===== config.mk =====
export PLATFORM = sky130hd
export DESIGN_NAME = rgmii_recv_flat
export DESIGN_NICKNAME = d
export VERILOG_FILES = /design/src/rtl/rgmii_recv_if.sv /design/src/rtl/rgmii_recv.sv /design/src/flat_wrapper.sv
export SDC_FILE = /design/constraint.sdc
export NUM_CORES = 1
export LEC_CHECK = 0
export ABC_AREA = 1
export BUFFER_PORTS_ARGS = -buffer_cell sky130_fd_sc_hd__buf_2
export CAP_MARGIN = 15
export CORE_ASPECT_RATIO = 0.8
export CORE_MARGIN = 2
export CORE_UTILIZATION = 45
export DETAILED_ROUTE_END_ITERATION = 12
export GPL_TIMING_DRIVEN = 0
export PLACE_DENSITY = 0.78
export SKIP_CTS_REPAIR_TIMING = 1
export SLEW_MARGIN = 20
export SYNTH_ARGS = -nofsm -noshare
export SYNTH_HDL_FRONTEND = slang
export SYNTH_SLANG_ARGS = --single-unit

===== constraint.sdc =====
create_clock -name clock -period 3.45 [get_ports clock]
set_input_delay 0.1725 -clock clock [delete_from_list [all_inputs] [get_ports clock]]
set_output_delay 0.1725 -clock clock [all_outputs]
set_load 0.01 [all_outputs]

===== src/rtl/rgmii_recv_if.sv =====
// RGMII receive framer bus: demultiplexed RX nibbles/control in, MAC-side byte stream out.
// master = framer side, slave = PHY/consumer side.
interface rgmii_recv_if;
  logic [3:0] rx_h;
  logic [3:0] rx_l;
  logic       ctl_h;
  logic       ctl_l;
  logic [7:0] data;
  logic       rx_enable;
  logic       active;
  logic       frame_end;
  logic       frame_bad;

  modport master (
    input  rx_h, rx_l, ctl_h, ctl_l,
    output data, rx_enable, active, frame_end, frame_bad
  );

  modport slave (
    output rx_h, rx_l, ctl_h, ctl_l,
    input  data, rx_enable, active, frame_end, frame_bad
  );
endinterface


===== src/rtl/rgmii_recv.sv =====
// RGMII receive framer: strips preamble/SFD, streams payload bytes, flags bad frames at end.
// Optional CRC-32 frame check enabled by defining RGMII_RECV_CRC_EN.
module rgmii_recv #(
  parameter int unsigned MIN_FRAME = 64
) (
  input  logic          clock,
  input  logic          reset,
  rgmii_recv_if.master  bus
);

  localparam int unsigned     LenW   = $clog2(MIN_FRAME) + 1;
  localparam logic [LenW-1:0] LenMax = LenW'(MIN_FRAME);

  typedef enum logic [1:0] {StIdle, StPreamble, StData, StDrop} state_e;

  state_e          state_q;
  logic [2:0]      pre_cnt_q;
  logic [LenW-1:0] len_cnt_q;
  logic            err_q;
  logic [7:0]      data_q;
  logic            rx_enable_q;
  logic            active_q;
  logic            frame_end_q;
  logic            frame_bad_q;

  logic [7:0] rx_byte;
  logic       dv;
  logic       er;
  logic       crc_fail;

  assign rx_byte = {bus.rx_l, bus.rx_h};
  assign dv      = bus.ctl_h;
  assign er      = bus.ctl_h ^ bus.ctl_l;

`ifdef RGMII_RECV_CRC_EN
  logic [31:0] crc_q;

  // Reflected CRC-32, one byte per call, no final inversion.
  function automatic logic [31:0] crc_step(input logic [31:0] crc, input logic [7:0] b);
    logic [31:0] c;
    c = crc ^ {24'h0, b};
    for (int i = 0; i < 8; i++) begin
      c = c[0] ? ((c >> 1) ^ 32'hEDB88320) : (c >> 1);
    end
    return c;
  endfunction

  // Running over the FCS too leaves the fixed residue on a good frame.
  assign crc_fail = (crc_q != 32'hDEBB20E3);
`else
  assign crc_fail = 1'b0;
`endif

  always_ff @(posedge clock) begin
    if (reset) begin
      state_q     <= StDrop;
      pre_cnt_q   <= '0;
      len_cnt_q   <= '0;
      err_q       <= 1'b0;
      data_q      <= '0;
      rx_enable_q <= 1'b0;
      active_q    <= 1'b0;
      frame_end_q <= 1'b0;
      frame_bad_q <= 1'b0;
`ifdef RGMII_RECV_CRC_EN
      crc_q       <= 32'hFFFFFFFF;
`endif
    end else begin
      rx_enable_q <= 1'b0;
      frame_end_q <= 1'b0;
      frame_bad_q <= 1'b0;
      unique case (state_q)
        StIdle: begin
          if (dv) begin
            if (rx_byte == 8'h55) begin
              state_q   <= StPreamble;
              pre_cnt_q <= 3'd1;
              active_q  <= 1'b1;
            end else begin
              state_q <= StDrop;
            end
          end
        end
        StPreamble: begin
          if (!dv) begin
            state_q  <= StIdle;
            active_q <= 1'b0;
          end else if (er) begin
            state_q  <= StDrop;
            active_q <= 1'b0;
          end else if (rx_byte == 8'h55) begin
            if (pre_cnt_q != 3'd7) pre_cnt_q <= pre_cnt_q + 3'd1;
          end else if (rx_byte == 8'hD5) begin
            state_q   <= StData;
            len_cnt_q <= '0;
            err_q     <= 1'b0;
`ifdef RGMII_RECV_CRC_EN
            crc_q     <= 32'hFFFFFFFF;
`endif
          end else begin
            state_q  <= StDrop;
            active_q <= 1'b0;
          end
        end
        StData: begin
          if (dv) begin
            data_q      <= rx_byte;
            rx_enable_q <= 1'b1;
            if (len_cnt_q != LenMax) len_cnt_q <= len_cnt_q + 1'b1;
            err_q       <= err_q | er;
`ifdef RGMII_RECV_CRC_EN
            crc_q       <= crc_step(crc_q, rx_byte);
`endif
          end else begin
            frame_end_q <= 1'b1;
            frame_bad_q <= err_q | (len_cnt_q < LenMax) | crc_fail;
            state_q     <= StIdle;
            active_q    <= 1'b0;
          end
        end
        StDrop: begin
          if (!dv) state_q <= StIdle;
        end
        default: state_q <= StDrop;
      endcase
    end
  end

  assign bus.data      = data_q;
  assign bus.rx_enable = rx_enable_q;
  assign bus.active    = active_q;
  assign bus.frame_end = frame_end_q;
  assign bus.frame_bad = frame_bad_q;

endmodule


===== src/flat_wrapper.sv =====
// flat-port wrapper written by rule: the top's interface ports become plain ports
module rgmii_recv_flat 
#(
  parameter int unsigned MIN_FRAME = 64
)
  (clock, reset, bus_rx_h, bus_rx_l, bus_ctl_h, bus_ctl_l, bus_data, bus_rx_enable, bus_active, bus_frame_end, bus_frame_bad);
  rgmii_recv_if bus_i ();
  input  logic clock;
  input  logic reset;
  input wire logic [$bits(bus_i.rx_h)-1:0] bus_rx_h;
  input wire logic [$bits(bus_i.rx_l)-1:0] bus_rx_l;
  input wire logic [$bits(bus_i.ctl_h)-1:0] bus_ctl_h;
  input wire logic [$bits(bus_i.ctl_l)-1:0] bus_ctl_l;
  output wire logic [$bits(bus_i.data)-1:0] bus_data;
  output wire logic [$bits(bus_i.rx_enable)-1:0] bus_rx_enable;
  output wire logic [$bits(bus_i.active)-1:0] bus_active;
  output wire logic [$bits(bus_i.frame_end)-1:0] bus_frame_end;
  output wire logic [$bits(bus_i.frame_bad)-1:0] bus_frame_bad;
  assign bus_i.rx_h = bus_rx_h;
  assign bus_i.rx_l = bus_rx_l;
  assign bus_i.ctl_h = bus_ctl_h;
  assign bus_i.ctl_l = bus_ctl_l;
  assign bus_data = bus_i.data;
  assign bus_rx_enable = bus_i.rx_enable;
  assign bus_active = bus_i.active;
  assign bus_frame_end = bus_i.frame_end;
  assign bus_frame_bad = bus_i.frame_bad;
  rgmii_recv #(.MIN_FRAME(MIN_FRAME)) u_core (.clock(clock), .reset(reset), .bus(bus_i));
endmodule

==> Implementation_results.wiki, run 1 <==
{| class="wikitable"
! Metric !! Value
|-
| Share of final-layout standard cells stronger than drive strength 1 || between 10% and 20%
|-
| Cell family contributing the most delay on the critical path || simple AND/OR/NAND/NOR gates
|-
| Critical Path End || u_core.bus.active
|-
| GRT Overall Usage || 16.8%
|-
| CTS tree || built
|-
| Placed cell count || 244
|-
| Slew Limit Fails || 0
|-
| Sequential fraction of the synthesis area || 36.1%
|-
| Synthesized area || 1220 sq um
|-
| Logic depth of the worst register-to-register path || 10
|-
| Post-synthesis average cell area || 6.60 sq um
|-
| Core Region || 2500 sq um
|-
| Outcome || complete, no violations
|-
| Routed Wire Length || 2360 um
|-
| Ratio of routed vias to standard cells || ~4.7
|-
| Detailed-router iteration count before antenna repair || 4
|-
| Number of buffer and inverter instances along the worst setup path || 2
|-
| Maximum clock rate || 575 MHz
|-
| Global-route wire length before repair || 4240 um
|-
| Crit-path cells || inv_1 -> ha_1 -> nand2_1 -> inv_1 -> nor3_1 -> nand2_1 -> nor2_1 -> nand2_1 -> nand2_1 -> nor2_1
|-
| Largest fanout of any net on the critical path || 7
|-
| Num rows || 16
|-
| Clock buffers created by TritonCTS || 3
|-
| Worst-Margin Slew || 0.401 ns
|-
| Number of top-level pins || 24
|-
| Final setup TNS || 0 ns
|-
| Post-synthesis net count || 203
|-
| Number of H-tree branching levels || 1
|-
| Ant diodes || 0
|-
| Critical path launch point || u_core.state_q[0]
|-
| Leakage power of the design || 0.735 nW
|-
| Path type of the worst setup path || reg -> reg
|-
| Starting density of the core || 48.8%
|-
| YS warnings || 0
|-
| Power per cell area || 659 nW/um^2
|-
| HP Class || in -> reg
|-
| Reg2reg start || u_core.state_q[0]
|-
| Final worst path period share || 50.4%
|-
| Aggregate global routing overflow || 0
|-
| Clock Sink Count || 22
|-
| Root cell of the clock tree || clkbuf_4
|-
| Final routed wire length divided by cell count || 9.50 um
|-
| Most common cell after layout, fill and taps aside || nand2_1
|-
| IO buf count || 23
|-
| Post-synth ARST share || 0%
|-
| Number of flops mapped to enable cells by yosys || 0
|-
| Flop and latch count out of synthesis || 22
|-
| Cell depth of the worst min-delay path || 2
|-
| Final-stage net count || 231
|-
| DRC violations left || 0
|-
| Setup repair after global routing missed its margin || false
|-
| Largest net degree at the start of global routing || 14
|-
| DIE AREA || 3150 sq um
|-
| Worst relative slew slack || 73.3%
|-
| Number of global-route vias before repair || 999
|-
| Crit-path slowest cell || dfxtp_1
|-
| Stages on worst setup path || 10
|-
| Post-DP HPWL || around 1900 um
|-
| Final count of hold timing violations || 0
|-
| Most Frequent Cell on Critical Path || nand2_1
|-
| Clock slew at reported path FFs || 0.13 ns
|-
| Critical path required time || 3.67 ns
|-
| Flop2flop setup slack || 1.71 ns
|-
| Hold WS || 0.0770 ns
|-
| Placer's final routability congestion estimate || between 0.8 and 0.9
|-
| Sort of element at the end of the critical path || flip-flop
|-
| Clock Latency Late Sink || 0.31 ns
|-
| Vias after detailed routing || 1,172
|-
| Arr. time, crit path || 1.96 ns
|-
| Number of DRC markers in iteration 0 || 58
|-
| Final setup fails || 0
|-
| Post-Syn Instances || 185
|-
| Initial antenna violation count || 0
|-
| Largest incremental delay on the critical path || ~0.4 ns
|-
| Launching element type of the critical path || flip-flop
|-
| Routed Antenna Nets || 0
|-
| Die Height || 50.6 um
|-
| P&R area growth vs syn || 17.4%
|-
| Width of the chip || approximately 62 um
|-
| Maximum buffer depth of the clock tree || 2
|-
| Final std cells w/o fill || 248
|-
| Largest voltage drop on the vdd net || 0.407 mV
|-
| Leading cell types in the layout, fill and taps excluded || nand2_1, inv_1, nor2_1
|-
| Number of library cell types mapped by synthesis || 20
|-
| Worst-case clock skew || 0.00225 ns
|-
| Most used flip-flop cell after synthesis || dfxtp_1
|-
| Max capacitance violation total || 0
|-
| Final min period || between 1.5 and 2 ns
|-
| Reg-to-Reg End || u_core.bus.active
|}
area by class of cell:
type                       instances  area (sq um)
buffer                             2          8.76
clock buffer                       3          22.5
clock inverter                     1          30.0
fill                             263          1070
inverter                          29           109
multi-input combinational        132           663
sequential                        22           440
tap                               36          45.0
timing repair buffer              23           115
power by group:
| part | internal, W | switching [W] |
|---|---|---|
| clock | 0.000117 | 0.0000811 |
| combinational | 0.000150 | 0.000255 |
| sequential | 0.000309 | 0.0000320 |
per-layer routing:
| metal | up-vias | GRT usage (%) | share of wire (%) |
|---|---|---|---|
| met5 | - | 0 | 0 |
| met1 | 514 | 23.1 | 57 |
| li1 | 636 | - | - |
| met2 | 22 | 26.3 | 40 |
| met3 | 0 | 4.93 | 3.5 |
| met4 | 0 | 3.33 | 0 |
cells by family after synthesis:
group / count (synthesis) / synth area share [%]
AO/OA/AOI/OAI: 26 / 11.8
adder cells (fa/ha/maj): 6 / 6.15
buffers and inverters: 31 / 9.63
flip-flops: 22 / 36.1
AND/OR/NAND/NOR: 100 / 36.4
worst register-to-register path, cell delays in order, from the launching register on:
cell,delay (ns)
dfxtp_1,0.40
inv_1,0.08
ha_1,0.28
nand2_1,0.23
inv_1,0.13
nor3_1,0.18
nand2_1,0.07
nor2_1,0.14
nand2_1,0.06
nand2_1,0.05
nor2_1,0.04
cell usage after synthesis, types with 3 or more instances:
cell type / n / area [sq um]
a21oi_2: 3 / 26.3
nor2_1: 27 / 101
nand4_1: 5 / 31.3
dfxtp_1: 22 / 440
nand3_1: 9 / 45.0
ha_1: 6 / 75.1
a21oi_1: 9 / 45.0
nand2_1: 49 / 184
inv_1: 29 / 109
o21ai_0: 13 / 65.1
worst min path at each step:
stage	from	end	slack, ns
final	reset	u_core.err_q	0.08
after floorplan	reset	u_core.err_q	0.24
after CTS	reset	u_core.len_cnt_q[2]	0.06
after global routing	reset	u_core.len_cnt_q[2]	0.06
after global placement	reset	u_core.len_cnt_q[2]	0.41
after detailed placement	reset	u_core.len_cnt_q[2]	0.41
through the flow:
step / setup slack (ns) / utilization, % / power, W / area, sq um
final: 1.71 / 57.3 / 0.000945 / 1430
after global routing: 1.50 / 57.3 / 0.00103 / 1430
after CTS: 1.69 / 57.3 / 0.000953 / 1430
after detailed placement: 1.71 / 55.2 / 0.000753 / 1380
after global placement: 1.74 / 55.2 / 0.000747 / 1380
after floorplan: 1.98 / - / 0.000657 / 1220
state kept, by name, summed over array words and instances, names as in the netlist:
signal,flops
u_core.len_cnt_q,7
u_core.err_q,1
u_core.bus.active,1
u_core.bus.frame_bad,1
u_core.bus.rx_enable,1
u_core.bus.data,8
u_core.bus.frame_end,1
u_core.state_q,2
Note: power is estimated with default switching activity, not from simulation.
==> run 2: changes to the inputs <==
--- a/config.mk
+++ b/config.mk
@@ -13,7 +13,7 @@
 export CORE_UTILIZATION = 45
 export DETAILED_ROUTE_END_ITERATION = 12
 export GPL_TIMING_DRIVEN = 0
-export PLACE_DENSITY = 0.78
+export PLACE_DENSITY = 0.81
 export SKIP_CTS_REPAIR_TIMING = 1
 export SLEW_MARGIN = 20
 export SYNTH_ARGS = -nofsm -noshare
==> constraint.sdc (replaced) <==
create_clock -name clock -period 1.55 [get_ports clock]
set_input_delay 0.0775 -clock clock [delete_from_list [all_inputs] [get_ports clock]]
set_output_delay 0.0775 -clock clock [all_outputs]
set_load 0.01 [all_outputs]
==> Implementation_results.wiki, run 2 (synthesized netlist as in run 1, its figures left out) <==
{| class="wikitable"
! Metric !! Value
|-
| Maximum clock rate || 689 MHz (+20%)
|-
| Power per cell area || 1510 nW/um^2 (+130%)
|-
| Post-DP HPWL || 1920 um (+1.6%)
|-
| Detailed-router iteration count before antenna repair || 4 (unchanged)
|-
| Clock Sink Count || 22 (unchanged)
|-
| Final-stage net count || 232 (+0.43%)
|-
| Clock slew at reported path FFs || 0.13 ns (about the same)
|-
| Placed cell count || 244 (unchanged)
|-
| Die Height || 50.6 um (unchanged)
|-
| Path type of the worst setup path || reg -> reg
|-
| Starting density of the core || 48.8% (unchanged)
|-
| Width of the chip || 62.2 um (unchanged)
|-
| Critical path required time || 1.81 ns (-1.86 ns)
|-
| Ratio of routed vias to standard cells || 4.83 (+2.1%)
|-
| Footprint of the multi-input gates || 723 sq um (+9.1%)
|-
| Reg2reg start || u_core.state_q[0]
|-
| Arr. time, crit path || 1.71 ns (-0.25 ns)
|-
| Hold WS || -0.00148 ns (-0.0785 ns)
|-
| Largest net degree at the start of global routing || 14 (unchanged)
|-
| Clock buffers created by TritonCTS || 3 (unchanged)
|-
| Vias after detailed routing || 1,202 (+2.6%)
|-
| Aggregate global routing overflow || 0 (unchanged)
|-
| Root cell of the clock tree || clkbuf_4
|-
| CTS tree || built
|-
| Met1 track utilization from global routing || 23.5% (+0.32 points)
|-
| Number of H-tree branching levels || 1 (unchanged)
|-
| Outcome || complete, but fails checks
|-
| Number of top-level pins || 24 (unchanged)
|-
| Post-layout worst setup margin || 0.0996 ns (-1.61 ns)
|-
| DIE AREA || 3150 sq um (unchanged)
|-
| Hold Crit Start || bus_rx_l[1]
|-
| Initial antenna violation count || 0 (unchanged)
|-
| Pre-CTS worst setup slack || -0.186 ns (-1.90 ns)
|-
| Violations in the final reports || negative hold slack
|-
| Worst relative slew slack || 72.7% (-0.53 points)
|-
| P&R area growth vs syn || 24.0%
|-
| Slew Limit Fails || 0 (unchanged)
|-
| Placer's final routability congestion estimate || 0.899 (+3.1%)
|-
| Largest fanout of any net on the critical path || 6 (-1)
|-
| Launching element type of the critical path || flip-flop
|-
| Clock Latency Late Sink || 0.32 ns (about the same)
|-
| Largest voltage drop on the vdd net || 1.09 mV (+170%)
|-
| Maximum buffer depth of the clock tree || 2 (unchanged)
|-
| Final min period || 1.45 ns (-0.290 ns)
|-
| Routed Antenna Nets || 0 (unchanged)
|-
| Sort of element at the end of the critical path || flip-flop
|-
| Most common cell after layout, fill and taps aside || nand2_1
|-
| Global-route wire length before repair || 4330 um (+2.1%)
|-
| HP Class || in -> reg
|-
| Num rows || 16 (unchanged)
|-
| Total chip power || 0.00229 W (+140%)
|-
| Number of DRC markers in iteration 0 || 43 (-26%)
|-
| Final worst path period share || 93.6% (+43 points)
|-
| Core Region || 2500 sq um (unchanged)
|-
| Final instance area || 1510 sq um (+5.6%)
|-
| GR Layer Usage met3 || 4.04% (-0.90 points)
|-
| Worst-Margin Slew || 0.409 ns (+0.00797 ns)
|-
| DRC violations left || 0 (unchanged)
|-
| Final count of hold timing violations || 1 (+1)
|-
| Ant diodes || 0 (unchanged)
|-
| GRT Overall Usage || 17.3% (+0.51 points)
|-
| Max reg flops || 8 (unchanged)
|-
| Share of final-layout standard cells stronger than drive strength 1 || 24.4% (+6.5 points)
|-
| Dpl cell area || 1380 sq um (unchanged)
|-
| Leading cell types in the layout, fill and taps excluded || nand2_1, inv_1, nor2_1
|-
| GRT Max-Usage Layer || met2
|-
| Final setup fails || 0 (unchanged)
|-
| Number of global-route vias before repair || 1,009 (+1.0%)
|-
| Critical path launch point || u_core.state_q[0]
|-
| Setup repair after global routing missed its margin || false
|-
| Final routed wire length divided by cell count || 10.6 um (+12%)
|-
| GR Util met2 || 27.4% (+1.1 points)
|-
| Storage element area || 448 sq um (+1.7%)
|-
| Max capacitance violation total || 0 (unchanged)
|-
| Routed Wire Length || 2650 um (+12%)
|-
| Final setup TNS || 0 ns (unchanged)
|-
| Worst-case clock skew || 0.0100 ns (+0.00777 ns)
|-
| Leakage power of the design || 0.743 nW (+1.1%)
|-
| IO buf count || 23 (unchanged)
|-
| Final std cells w/o fill || 249 (+0.40%)
|-
| Count of fill cells added during filler insertion || 235 (-11%)
|}
==> run 2: report_power, final <==
group          switching (W)  internal, W
Combinational       0.000638     0.000412
Clock               0.000189     0.000262
Sequential         0.0000883     0.000700
==> run 2: cell type report <==
type,count,area share [%]
Clock inverter,1,1.98
Sequential cell,22,29.6
Inverter,29,7.19
Clock buffer,3,1.49
Timing Repair Buffer,24,8.26
Multi-Input combinational cell,132,47.8
Tap cell,36,2.98
Buffer,2,0.744
==> run 2: worst paths after layout <==
| check | to | depth (start not counted) | slack (ns) |
|---|---|---|---|
| worst max-delay path | u_core.err_q | 7 | 0.1 |
| worst min-delay path | u_core.bus.data[5] | 3 | -0.001 |
| worst max register to register | u_core.err_q | 7 | 0.1 |
| worst min register to register | u_core.bus.data[6] | 2 | 0.49 |
==> run 2: layer usage <==
layer	part of all wire, %	vias to the layer above
li1	-	641
met1	52	534
met3	3.7	2
met4	1.1	0
met5	0	-
met2	44	25
==> run 2: per-stage QoR <==
stage / hold slack [ns] / utilization, %
finish: -0.00148 / 60.5
global route: 0.0208 / 60.5
CTS: -0.0302 / 57.3
detailed placement: 0.317 / 55.2
global placement: 0.321 / 55.2
floorplan: 0.147 / -
==> run 2: critical path, cell delays in order (launching register included) <==
cell and delay, ns:
dfxtp_4 0.40, inv_2 0.07, ha_4 0.19, o21ai_0 0.18
nand2_1 0.09, a21oi_1 0.19, nand3_1 0.12, a21oi_1 0.14
==> run 3: changes to the inputs <==
--- a/config.mk
+++ b/config.mk
@@ -11,9 +11,11 @@
 export CORE_ASPECT_RATIO = 0.8
 export CORE_MARGIN = 2
 export CORE_UTILIZATION = 45
+export CTS_BUF_LIST = sky130_fd_sc_hd__clkbuf_16
 export DETAILED_ROUTE_END_ITERATION = 12
 export GPL_TIMING_DRIVEN = 0
 export PLACE_DENSITY = 0.81
+export RECOVER_POWER = 25
 export SKIP_CTS_REPAIR_TIMING = 1
 export SLEW_MARGIN = 20
 export SYNTH_ARGS = -nofsm -noshare
==> Implementation_results.wiki, run 3 (synthesized netlist as in run 1, its figures left out) <==
{| class="wikitable"
! Metric !! Value
|-
| Detailed-router iteration count before antenna repair || 5 (+1)
|-
| Launching element type of the critical path || flip-flop
|-
| Critical path required time || 1.71 ns (-0.10 ns)
|-
| Reg2reg start || u_core.state_q[0]
|-
| Power per cell area || 1660 nW/um^2 (+9.6%)
|-
| Critical Path End || u_core.len_cnt_q[4]
|-
| DRC violations left || 0 (unchanged)
|-
| Outcome || complete, no violations
|-
| Maximum buffer depth of the clock tree || 2 (unchanged)
|-
| Final min period || 1.49 ns (+0.0401 ns)
|-
| Root cell of the clock tree || clkbuf_16
|-
| Placed cell count || 244 (unchanged)
|-
| Initial antenna violation count || 0 (unchanged)
|-
| Vias after detailed routing || 1,190 (-1.0%)
|-
| Placer's final routability congestion estimate || 0.899 (unchanged)
|-
| Final routed wire length divided by cell count || 10.9 um (+2.2%)
|-
| GRT Overall Usage || 18.4% (+1.1 points)
|-
| Number of top-level pins || 24 (unchanged)
|-
| Final setup fails || 0 (unchanged)
|-
| Share of final-layout standard cells stronger than drive strength 1 || 22.4% (-2.0 points)
|-
| Path type of the worst setup path || reg -> reg
|-
| Arr. time, crit path || 1.65 ns (-0.06 ns)
|-
| Leakage power of the design || 0.743 nW (about the same)
|-
| Final-stage net count || 233 (+0.43%)
|-
| Global-route wire length before repair || 4590 um (+6.1%)
|-
| Final instance area || 1570 sq um (+3.4%)
|-
| Worst-case clock skew || 0.00341 ns (-0.00661 ns)
|-
| Critical path launch point || u_core.state_q[0]
|-
| Total chip power || 0.00259 W (+13%)
|-
| Final setup TNS || 0 ns (unchanged)
|-
| Number of global-route vias before repair || 1,073 (+6.3%)
|-
| CTS tree || built
|-
| Count of fill cells added during filler insertion || 239 (+1.7%)
|-
| Reg-to-Reg End || u_core.len_cnt_q[4]
|-
| Max capacitance violation total || 0 (unchanged)
|-
| DIE AREA || 3150 sq um (unchanged)
|-
| Largest net degree at the start of global routing || 14 (unchanged)
|-
| Clock slew at reported path FFs || 0.06 ns (-0.07 ns)
|-
| Sort of element at the end of the critical path || flip-flop
|-
| Post-DP HPWL || 1920 um (unchanged)
|-
| Routed Antenna Nets || 0 (unchanged)
|-
| Logic depth of the worst register-to-register path || 10 (+3)
|-
| Number of DRC markers in iteration 0 || 40 (-7.0%)
|-
| Final worst path period share || 96.2% (+2.6 points)
|-
| Die Height || 50.6 um (unchanged)
|-
| Num rows || 16 (unchanged)
|-
| Ant diodes || 0 (unchanged)
|-
| Final std cells w/o fill || 250 (+0.40%)
|-
| Width of the chip || 62.2 um (unchanged)
|-
| Flop2flop setup slack || 0.06 ns (-0.04 ns)
|-
| P&R area growth vs syn || 28.2%
|-
| Cell depth of the worst min-delay path || 2 (-1)
|-
| Final count of hold timing violations || 0 (-1)
|-
| Worst-Margin Slew || 0.388 ns (-0.0207 ns)
|-
| Most common cell after layout, fill and taps aside || nand2_1
|-
| Dpl cell area || 1380 sq um (unchanged)
|-
| Starting density of the core || 48.8% (unchanged)
|-
| Routed Wire Length || 2720 um (+2.6%)
|-
| Number of H-tree branching levels || 1 (unchanged)
|-
| HP Class || in -> reg
|-
| Worst relative slew slack || 74.1% (+1.4 points)
|-
| IO buf count || 23 (unchanged)
|-
| Maximum clock rate || 671 MHz (-2.7%)
|-
| Core Region || 2500 sq um (unchanged)
|-
| Clock Latency Late Sink || 0.25 ns (-0.07 ns)
|-
| Largest voltage drop on the vdd net || 1.19 mV (+9.0%)
|-
| Aggregate global routing overflow || 0 (unchanged)
|-
| Clock Sink Count || 22 (unchanged)
|-
| Slew Limit Fails || 0 (unchanged)
|-
| Largest fanout of any net on the critical path || 7 (+1)
|-
| Max reg flops || 8 (unchanged)
|-
| Leading cell types in the layout, fill and taps excluded || nand2_1, inv_1, nor2_1
|-
| Ratio of routed vias to standard cells || 4.76 (-1.4%)
|-
| Clock buffers created by TritonCTS || 3 (unchanged)
|}
[run 3: cell count changes in the layout (fill, tap and decap cells not counted), sizes merged]
cell	delta
buf	-6
dlygate4sd3	-1
clkbuf	+8
[run 3: power by group]
| part | switching [W] | total (W) | internal [W] |
|---|---|---|---|
| clock network | 0.000206 | 0.000719 | 0.000513 |
| logic | 0.000654 | 0.00108 | 0.000427 |
| registers | 0.0000922 | 0.000794 | 0.000702 |
| total | 0.000952 | 0.00259 | 0.00164 |
[run 3: stage by stage]
step	hold WS [ns]	setup WS, ns	util, %
finish	0.0524	0.0595	62.6
global placement	0.321	-0.147	55.2
detailed placement	0.317	-0.186	55.2
floorplan	0.147	0.0831	-
global route	0.0591	-0.0214	62.6
CTS	0.0491	-0.193	59.4
[run 3: layer usage]
layer | vias to the layer above | wire, um | global-route usage, %
met1 | 522 | 1350 | 23.9
met3 | 2 | 130 | 4.71
met4 | 0 | 27 | 5.56
met2 | 24 | 1210 | 30.3
met5 | - | 0 | 0
li1 | 642 | - | -
[run 3: cell type report]
| type | instances | area [sq um] | share of cell area [%] |
|---|---|---|---|
| buffer | 2 | 11.3 | 0.719 |
| clock inverter | 1 | 30.0 | 1.92 |
| inverter | 29 | 109 | 6.95 |
| timing repair buffer | 25 | 121 | 7.75 |
| tap | 36 | 45.0 | 2.88 |
| sequential | 22 | 448 | 28.6 |
| multi-input combinational | 132 | 726 | 46.4 |
| clock buffer | 3 | 75.1 | 4.80 |
[run 3: how the worst min path moves through the flow]
stage | from | end | slack (ns)
after CTS | reset | u_core.len_cnt_q[2] | 0.05
after floorplan | reset | u_core.err_q | 0.15
final | reset | u_core.len_cnt_q[2] | 0.05
after global placement | reset | u_core.len_cnt_q[2] | 0.32
after global routing | reset | u_core.len_cnt_q[2] | 0.06
after detailed placement | reset | u_core.err_q | 0.32
[run 3: worst max-delay path, stage by stage (launching register included)]
cell     delay (ns)
dfxtp_4        0.38
inv_2          0.07
ha_4           0.19
nand3_1        0.11
nor2_2         0.06
nor2_4         0.16
nand3_4        0.15
nand2_4        0.14
nand2_1        0.06
nand2_1        0.05
inv_1          0.03
